File: config.mk
export PLATFORM = sky130hd
export DESIGN_NAME = int_to_float_pipe
export DESIGN_NICKNAME = d
export VERILOG_FILES = /design/src/rtl/int_to_float_pipe.sv
export SDC_FILE = /design/constraint.sdc
export NUM_CORES = 1
export LEC_CHECK = 0
export ABC_AREA = 1
export BUFFER_PORTS_ARGS = -buffer_cell sky130_fd_sc_hd__buf_4
export CORE_UTILIZATION = 30
export DETAILED_ROUTE_END_ITERATION = 7
export PLACE_DENSITY_LB_ADDON = 0.2
export SYNTH_ARGS = -nofsm -noshare
export SYNTH_HDL_FRONTEND = slang
export SYNTH_SLANG_ARGS = --single-unit
File: constraint.sdc
create_clock -name clk -period 2 [get_ports clk]
set_input_delay 0.2 -clock clk [delete_from_list [all_inputs] [get_ports clk]]
set_output_delay 0.2 -clock clk [all_outputs]
set_load 0.02 [all_outputs]
File: src/rtl/int_to_float_pipe.sv
// int_to_float_pipe: converts an IN_W-bit integer (two's complement or
// unsigned) into an IEEE-754 single-precision value through three register
// stages under valid/ready flow control. Stage 1 captures the sign and
// magnitude. Stage 2 finds the leading one and left-normalises the
// magnitude. Stage 3 rounds under the selected mode and packs the result.
// The edge that accepts a sample loads stage 1, so the result is visible
// three cycles after the cycle in which the sample was presented.
module int_to_float_pipe #(
    parameter int IN_W   = 16,
    parameter int SIGNED = 1
) (
    input  logic            clk,
    input  logic            rst_n,
    input  logic            in_valid,
    output logic            in_ready,
    input  logic [IN_W-1:0] in_data,
    input  logic [1:0]      in_rm,
    output logic            out_valid,
    input  logic            out_ready,
    output logic [31:0]     out_data,
    output logic            out_inexact
);
    localparam logic [1:0] RM_RNE = 2'b00;
    localparam logic [1:0] RM_RTZ = 2'b01;
    localparam logic [1:0] RM_RUP = 2'b10;
    localparam logic [1:0] RM_RDN = 2'b11;
    localparam int         PAD    = 32 - IN_W;

    logic            advance_s;

    logic            s1_valid_q;
    logic            s1_sign_q;
    logic [IN_W-1:0] s1_mag_q;
    logic [1:0]      s1_rm_q;
    logic            s1_sign_d;
    logic [IN_W-1:0] s1_mag_d;

    logic            s2_valid_q;
    logic            s2_sign_q;
    logic            s2_zero_q;
    logic [1:0]      s2_rm_q;
    logic [4:0]      s2_pos_q;
    logic [IN_W-1:0] s2_norm_q;
    logic            s2_zero_d;
    logic [4:0]      s2_pos_d;
    logic [IN_W-1:0] s2_norm_d;

    logic            out_valid_q;
    logic [31:0]     out_data_q;
    logic            out_inexact_q;
    logic [31:0]     out_data_d;
    logic            out_inexact_d;

    logic [30:0]     below_s;
    logic [22:0]     frac_s;
    logic            round_en_s;
    logic            guard_s;
    logic            sticky_s;
    logic            inc_s;
    logic [23:0]     frac_sum_s;
    logic            carry_s;
    logic [7:0]      exp_s;

    // The whole pipe moves together; it only freezes when a result is waiting.
    assign advance_s   = !out_valid_q || out_ready;
    assign in_ready    = advance_s;
    assign out_valid   = out_valid_q;
    assign out_data    = out_data_q;
    assign out_inexact = out_inexact_q;

    // Stage 1 comb: split sign and magnitude; negation in IN_W bits covers the most negative value.
    always_comb begin
        s1_sign_d = 1'b0;
        s1_mag_d  = in_data;
        if ((SIGNED != 0) && in_data[IN_W-1]) begin
            s1_sign_d = 1'b1;
            s1_mag_d  = ~in_data + {{(IN_W-1){1'b0}}, 1'b1};
        end else begin
            s1_sign_d = 1'b0;
            s1_mag_d  = in_data;
        end
    end

    // Stage 1 registers: capture the accepted sample.
    always_ff @(posedge clk or negedge rst_n) begin
        if (!rst_n) begin
            s1_valid_q <= 1'b0;
            s1_sign_q  <= 1'b0;
            s1_mag_q   <= {IN_W{1'b0}};
            s1_rm_q    <= 2'b00;
        end else if (advance_s) begin
            s1_valid_q <= in_valid;
            s1_sign_q  <= s1_sign_d;
            s1_mag_q   <= s1_mag_d;
            s1_rm_q    <= in_rm;
        end
    end

    // Stage 2 comb: leading-one search (highest set bit wins) and left-normalisation.
    always_comb begin
        s2_pos_d = 5'd0;
        for (int i = 0; i < IN_W; i++) begin
            if (s1_mag_q[i]) begin
                s2_pos_d = 5'(i);
            end else begin
                s2_pos_d = s2_pos_d;
            end
        end
        s2_zero_d = (s1_mag_q == {IN_W{1'b0}});
        s2_norm_d = s1_mag_q << (5'(IN_W - 1) - s2_pos_d);
    end

    // Stage 2 registers: leading-one position, normalised magnitude and zero flag.
    always_ff @(posedge clk or negedge rst_n) begin
        if (!rst_n) begin
            s2_valid_q <= 1'b0;
            s2_sign_q  <= 1'b0;
            s2_zero_q  <= 1'b0;
            s2_rm_q    <= 2'b00;
            s2_pos_q   <= 5'd0;
            s2_norm_q  <= {IN_W{1'b0}};
        end else if (advance_s) begin
            s2_valid_q <= s1_valid_q;
            s2_sign_q  <= s1_sign_q;
            s2_zero_q  <= s2_zero_d;
            s2_rm_q    <= s1_rm_q;
            s2_pos_q   <= s2_pos_d;
            s2_norm_q  <= s2_norm_d;
        end
    end

    // Stage 3 comb: round the 23 bits below the leading one and pack sign/exponent/fraction.
    always_comb begin
        below_s    = 31'(32'(s2_norm_q) << PAD);
        frac_s     = below_s[30:8];
        round_en_s = (s2_pos_q > 5'd23);
        if (round_en_s) begin
            guard_s  = below_s[7];
            sticky_s = |below_s[6:0];
        end else begin
            guard_s  = 1'b0;
            sticky_s = 1'b0;
        end
        case (s2_rm_q)
            RM_RNE:  inc_s = guard_s & (sticky_s | frac_s[0]);
            RM_RTZ:  inc_s = 1'b0;
            RM_RUP:  inc_s = (guard_s | sticky_s) & ~s2_sign_q;
            RM_RDN:  inc_s = (guard_s | sticky_s) & s2_sign_q;
            default: inc_s = 1'b0;
        endcase
        frac_sum_s = {1'b0, frac_s} + {23'd0, inc_s};
        carry_s    = frac_sum_s[23];
        exp_s      = {3'd0, s2_pos_q} + 8'd127 + {7'd0, carry_s};
        if (s2_zero_q) begin
            out_data_d    = 32'd0;
            out_inexact_d = 1'b0;
        end else begin
            out_data_d    = {s2_sign_q, exp_s, (carry_s ? 23'd0 : frac_sum_s[22:0])};
            out_inexact_d = guard_s | sticky_s;
        end
    end

    // Stage 3 registers: the output register, frozen while the consumer stalls.
    always_ff @(posedge clk or negedge rst_n) begin
        if (!rst_n) begin
            out_valid_q   <= 1'b0;
            out_data_q    <= 32'd0;
            out_inexact_q <= 1'b0;
        end else if (advance_s) begin
            out_valid_q   <= s2_valid_q;
            out_data_q    <= out_data_d;
            out_inexact_q <= out_inexact_d;
        end
    end

endmodule
# Word level (Yosys, flattened, before mapping)
# Cells that the tools add are included.
# word_totals
elab_cells	47
ff_bits	78
output_inout_bits	35
# op_classes
n_mux	20
n_addsub	5
eq_ne	3
bitwise	1
reduce_logical	5
shift	1
# op_table
operator	n
$mux W5	14
$mux W32	1
$add A23 B1 Y24	1
$mux W23	1
$add A16 B1 Y16 const B	1
$logic_not A16 Y1	1
$mux W16	1
$not A16 Y16	1
$shl A16 B5 Y15	1
$add A5 B7 Y8 const B	1
$add A8 B1 Y8	1
$sub A4 B5 Y5 const A	1
$eq A2 B2 Y1 const B	2
$reduce_or A4 Y1	1
$mux W1	3
$eq A2 B1 Y1 const B	1
$logic_not A2 Y1	1
$logic_not A1 Y1	1
$logic_or A1 B1 Y1	1

# Longest topological paths before layout
# depth
depth_word	17
ltp_mapped	20
mapped_depth_nobuf	19

# Least setup slack after synthesis
# No wires, ideal clock.
# synth_timing
path_kind	register to register
start	register s1_mag_q[2]
end	register s2_norm_q[10]
setup_time_ns	0.125
arrival_ns	1.565
required_ns	1.875
stages_incl_launch_ff	12
path_buffers	1
setup_slack_ns	0.310
path_cell_list	dfrtp_1 nor2_1 nor3_1 o31ai_2 nand2_1 a31oi_4 inv_2 buf_6 nand3_1 nand3_1 nand3_1 nand3_1
# synth_between
elab_chain_len	16
# synth_lines
element	line	rtl
start: declaration	33	logic [IN_W-1:0] s1_mag_q;
start signal: assignment	89	s1_mag_q <= {IN_W{1'b0}};
start signal: assignment	94	s1_mag_q <= s1_mag_d;
$mux W5 (14 in series)	103	if (s1_mag_q[i]) begin
$sub A4 B5 Y5	110	s2_norm_d = s1_mag_q << (5'(IN_W - 1) - s2_pos_d);
$shl A16 B5 Y15 (*)	110	
end signal: assignment	121	s2_norm_q <= {IN_W{1'b0}};
end signal: assignment	128	s2_norm_q <= s2_norm_d;
end: declaration	43	logic [IN_W-1:0] s2_norm_q;
# Mark *: on every way between the ends. The rest lies on a longest branch, timed or not.
# A chain may end at the register's enable or synchronous reset.

# Final worst setup path
# layout_timing
start	register s1_mag_q[2]
end	register s2_norm_q[11]
# Same word-level chain as after synthesis.

==> results.txt <==
The number of routed nets with antenna violations came out at 0. The proportion of power drawn by the clock network came out at 0.249. TritonCTS built the clock tree. The largest single stage delay on the critical path is 0.41 ns. For the pin with the worst max-slew slack, the measured transition is 0.803 ns. The synthesized netlist contains 40 unique library cells. The mapped cell area came out at ~3500 sq um. The minimum hold slack is -0.0314 ns. The count of endpoints failing hold in the final timing report came out at 59. The number of iterations in the first detailed-routing pass is 4. The DRC violation total after the first TritonRoute iteration is 170. The gate count after technology mapping is 441. The total number of vias is 3149.

The critical path's slowest cell is sky130_fd_sc_hd__dfrtp_1. Counting I/O delays and the setup requirement, the final critical path takes 1.95 ns. The repair_antennas step left the layout with diodes totalling 0. From bottom edge to top edge, the die measures between 100 and 150 um. The net switching power of the design is 2880 uW. The detailed-route wire length came out at 8.88 mm. The number of buffer and inverter instances along the worst setup path came out at 1. The share of the core filled with cells in the final layout came out at 0.417. The count of clock tree sinks came out at 64. The number of buffers added on ports is 45.

The HPWL reported at the end of detailed placement is roughly 6 mm. In this run the cell area measured after placement is between 3000 and 4000 sq um. The routability congestion estimate from global placement is 0.819. The number of clock buffers added by TritonCTS is 9.

The library cell appearing most often on the critical path is sky130_fd_sc_hd__nand2_1. The number of placed instances with taps included came out at 616. Setup repair after global routing could not meet its margin everywhere. The Yosys warning count is 0. The tightest min-delay check is of the in -> async type. The maximum number of pins on one net before global-route repair is 65. The post-layout instance area is 4760 sq um. The number of I/O pins is 57. The count of hold-fix buffers inserted at cts is 0. Static timing analysis puts the maximum clock frequency at roughly 510 MHz. The layout-stage area growth over the synthesis result came out at 35.6%.

The via count normalized by instance count came out at between 4 and 5. Across the VDD grid, the largest voltage drop is about 0.00075 V. The critical path is of the reg -> reg type. The starting density of the core is 0.307.

The standard-cell row count came out at 39. On the critical path the largest part of the delay comes from simple AND/OR/NAND/NOR gates. The part of the cycle the worst path needs came out at 0.977. Data on the critical path is required at its endpoint by 2.26 ns. Clock-pin slew was measured on the worst setup and hold paths at 0.05 ns. The largest buffer count on any clock path came out at 2. The arrival time of data at the critical path endpoint came out at 2.22 ns.

The worst-case clock skew is 0.00507 ns. The floorplan step set the die width to 110 um. The reported max-cap violation count came out at 0. In the final layout, the share of cells above drive strength 1 is 0.297.

The filler cells instantiated in the layout total between 1000 and 1500. The number of slew-limit violations in the final report came out at 0. The number of global-route vias before repair is 2857.

The switching part of the total power came out at 0.400. The core area is 11400 sq um. Once routing completed, OpenROAD measured the worst setup slack at 0.0461 ns. Walking the worst path, the cells encountered are inv_2 > nand2_1 > nand2_1 > nand2_1 > nand2_1 > nand2_1 > nand2_1 > nand2_1 > nand2_1 > nand2_1 > nand2_2 > nand2_4 > nand2_8 > nand2_8 > nand2_4 > nand3_2 > nand2_2 > nand3_2 > nand3_1.

The post-route non-filler standard cell count came out at 645. The clock root buffer master is sky130_fd_sc_hd__clkbuf_16. The clock network latency to the later pin of the worst-skew pair is 0.32 ns. The H-tree was split into 3 levels. The average detailed-routed wire length per instance came out at 13.8 um. Summed over all cells, the static leakage comes to 0.00227 uW.

The number of flip-flops and latches in the synthesized netlist is 64. The cell internal power dissipation came out at 4310 uW. The area enclosed by the die boundary is approximately 12000 sq um.

The worst setup path is launched from a flop. The headroom to the max-slew limit is 0.464. Dividing the synthesized area by the synthesized cell count gives between 7 and 8 sq um. The initial antenna violation count was 0.

The sequential share of power came out at 0.290. The overflow left after global routing is 0. In this run the power density over the cells is ~1500 nW/um^2. The net count of the finished layout is 522. The number of remaining DRC errors came out at 0. The relative contribution of combinational cells to total power is 0.461.

The final reports fail on hold timing. The total global-route track usage is 0.147. The first global-routing pass estimated 13.9 mm of wire. The part of the Yosys area used for sequential elements came out at 0.457. The largest fanout on the critical path is 8. The number of endpoints failing setup at the final stage is 0. The worst setup path is captured at a flop. The worst slack after detailed placement came out at -0.0314 ns.

The flow ran to the end, but the final reports show violations.
Yosys cell counts, drive strengths merged:
library cell | n | area, sq um
nor2 | 20 | 75.1
nand4 | 3 | 18.8
buf | 16 | 121
a22o | 7 | 61.3
and2 | 1 | 6.26
or2 | 1 | 6.26
clkinv | 1 | 3.75
xor2 | 10 | 87.6
a21oi | 7 | 38.8
conb | 1 | 3.75
a32o | 1 | 10.0
inv | 51 | 191
o22ai | 1 | 6.26
dfrtp | 64 | 1600
a22oi | 1 | 7.51
nand3 | 84 | 430
a31oi | 1 | 21.3
nand2 | 94 | 373
o32ai | 1 | 8.76
nor3 | 5 | 30.0
o21ai | 45 | 225
nor4 | 1 | 6.26
ha | 3 | 37.5
clkbuf | 13 | 48.8
o31ai | 1 | 12.5
nor3b | 1 | 7.51
o211ai | 2 | 15.0
o41ai | 3 | 33.8
xnor2 | 2 | 17.5
placed cells by master, fill, tap and decap left out, drive strengths merged, types with 4 or more instances in the layout:
master | synthesis | layout
a21oi | 7 | 7
a22o | 7 | 7
buf | 16 | 63
clkbuf | 13 | 11
clkinv | 1 | 4
conb | 1 | 9
dfrtp | 64 | 64
inv | 51 | 50
nand2 | 94 | 96
nand3 | 84 | 84
nor2 | 20 | 20
nor3 | 5 | 5
o21ai | 45 | 45
xor2 | 10 | 10
flip-flops by register name, summed over array words and instances, names as in the netlist:
name,flops
out_data,23
s1_mag_q,16
s2_norm_q,15
s2_pos_q,4
out_valid,1
s1_sign_q,1
s1_valid_q,1
s2_sign_q,1
s2_valid_q,1
s2_zero_q,1
logic make-up after synthesis:
kind of cell    Yosys count  synth area share
compound gates           70             0.126
xor+xnor                 12            0.0300
fa+ha+maj                 3            0.0107
buf+inv                  81             0.104
flops                    64             0.457
other cells               1           0.00107
simple gates            210             0.272
stage by stage:
step	setup TNS, ns	total power (uW)
global route	-0.718	7700
detailed placement	-0.0314	4720
finish	0	7190
floorplan	0	3890
CTS	0	6550
global placement	0	4700
cell type report:
cell class              count  area (sq um)  area share
multi-input cells         306          1930       0.405
flip-flops and latches     64          1600       0.337
repair buffers             63           489       0.103
clock buffers              11           243      0.0510
inverters                  52           206      0.0434
well taps                 143           179      0.0376
clock inverters             5           104      0.0218
repair inverters            1          6.26     0.00132
layer usage:
layer,GRT usage,part of all wire,up-vias
li1,-,-,1568
met1,0.200,0.47,1500
met2,0.235,0.48,69
met3,0.0282,0.035,12
met4,0.0461,0.015,0
met5,0,0,-
final timing paths:
kind	slack [ns]	to	cells past startpoint	start
hold / removal	-0.03	out_data[8]	1	rst_n
setup reg to reg	0.05	s2_norm_q[11]	19	s1_mag_q[2]
max in group asynchronous	1.50	s1_mag_q[8]	1	rst_n
hold reg to reg	0.45	out_valid	2	s2_valid_q
min in group clk	0.07	s1_valid_q	3	in_valid
setup / recovery	0.05	s2_norm_q[11]	19	s1_mag_q[2]
power by group through the flow:
stage                     Clock, uW  Combinational, uW  Sequential, uW
after CTS                      1830               2630            2080
after global placement            0               2610            2090
final                          1790               3310            2080
after detailed placement          0               2620            2100
after global routing           1890               3650            2160
after floorplan                   0               1590            2310
repair_timing:
item                       CTS  global route
gates resized for setup      1            81
gates cloned                 0             4
setup buffers                0             9
pin swaps                    0            22
setup endpoints to repair    1            15
Power figures use the tool's default switching activity.
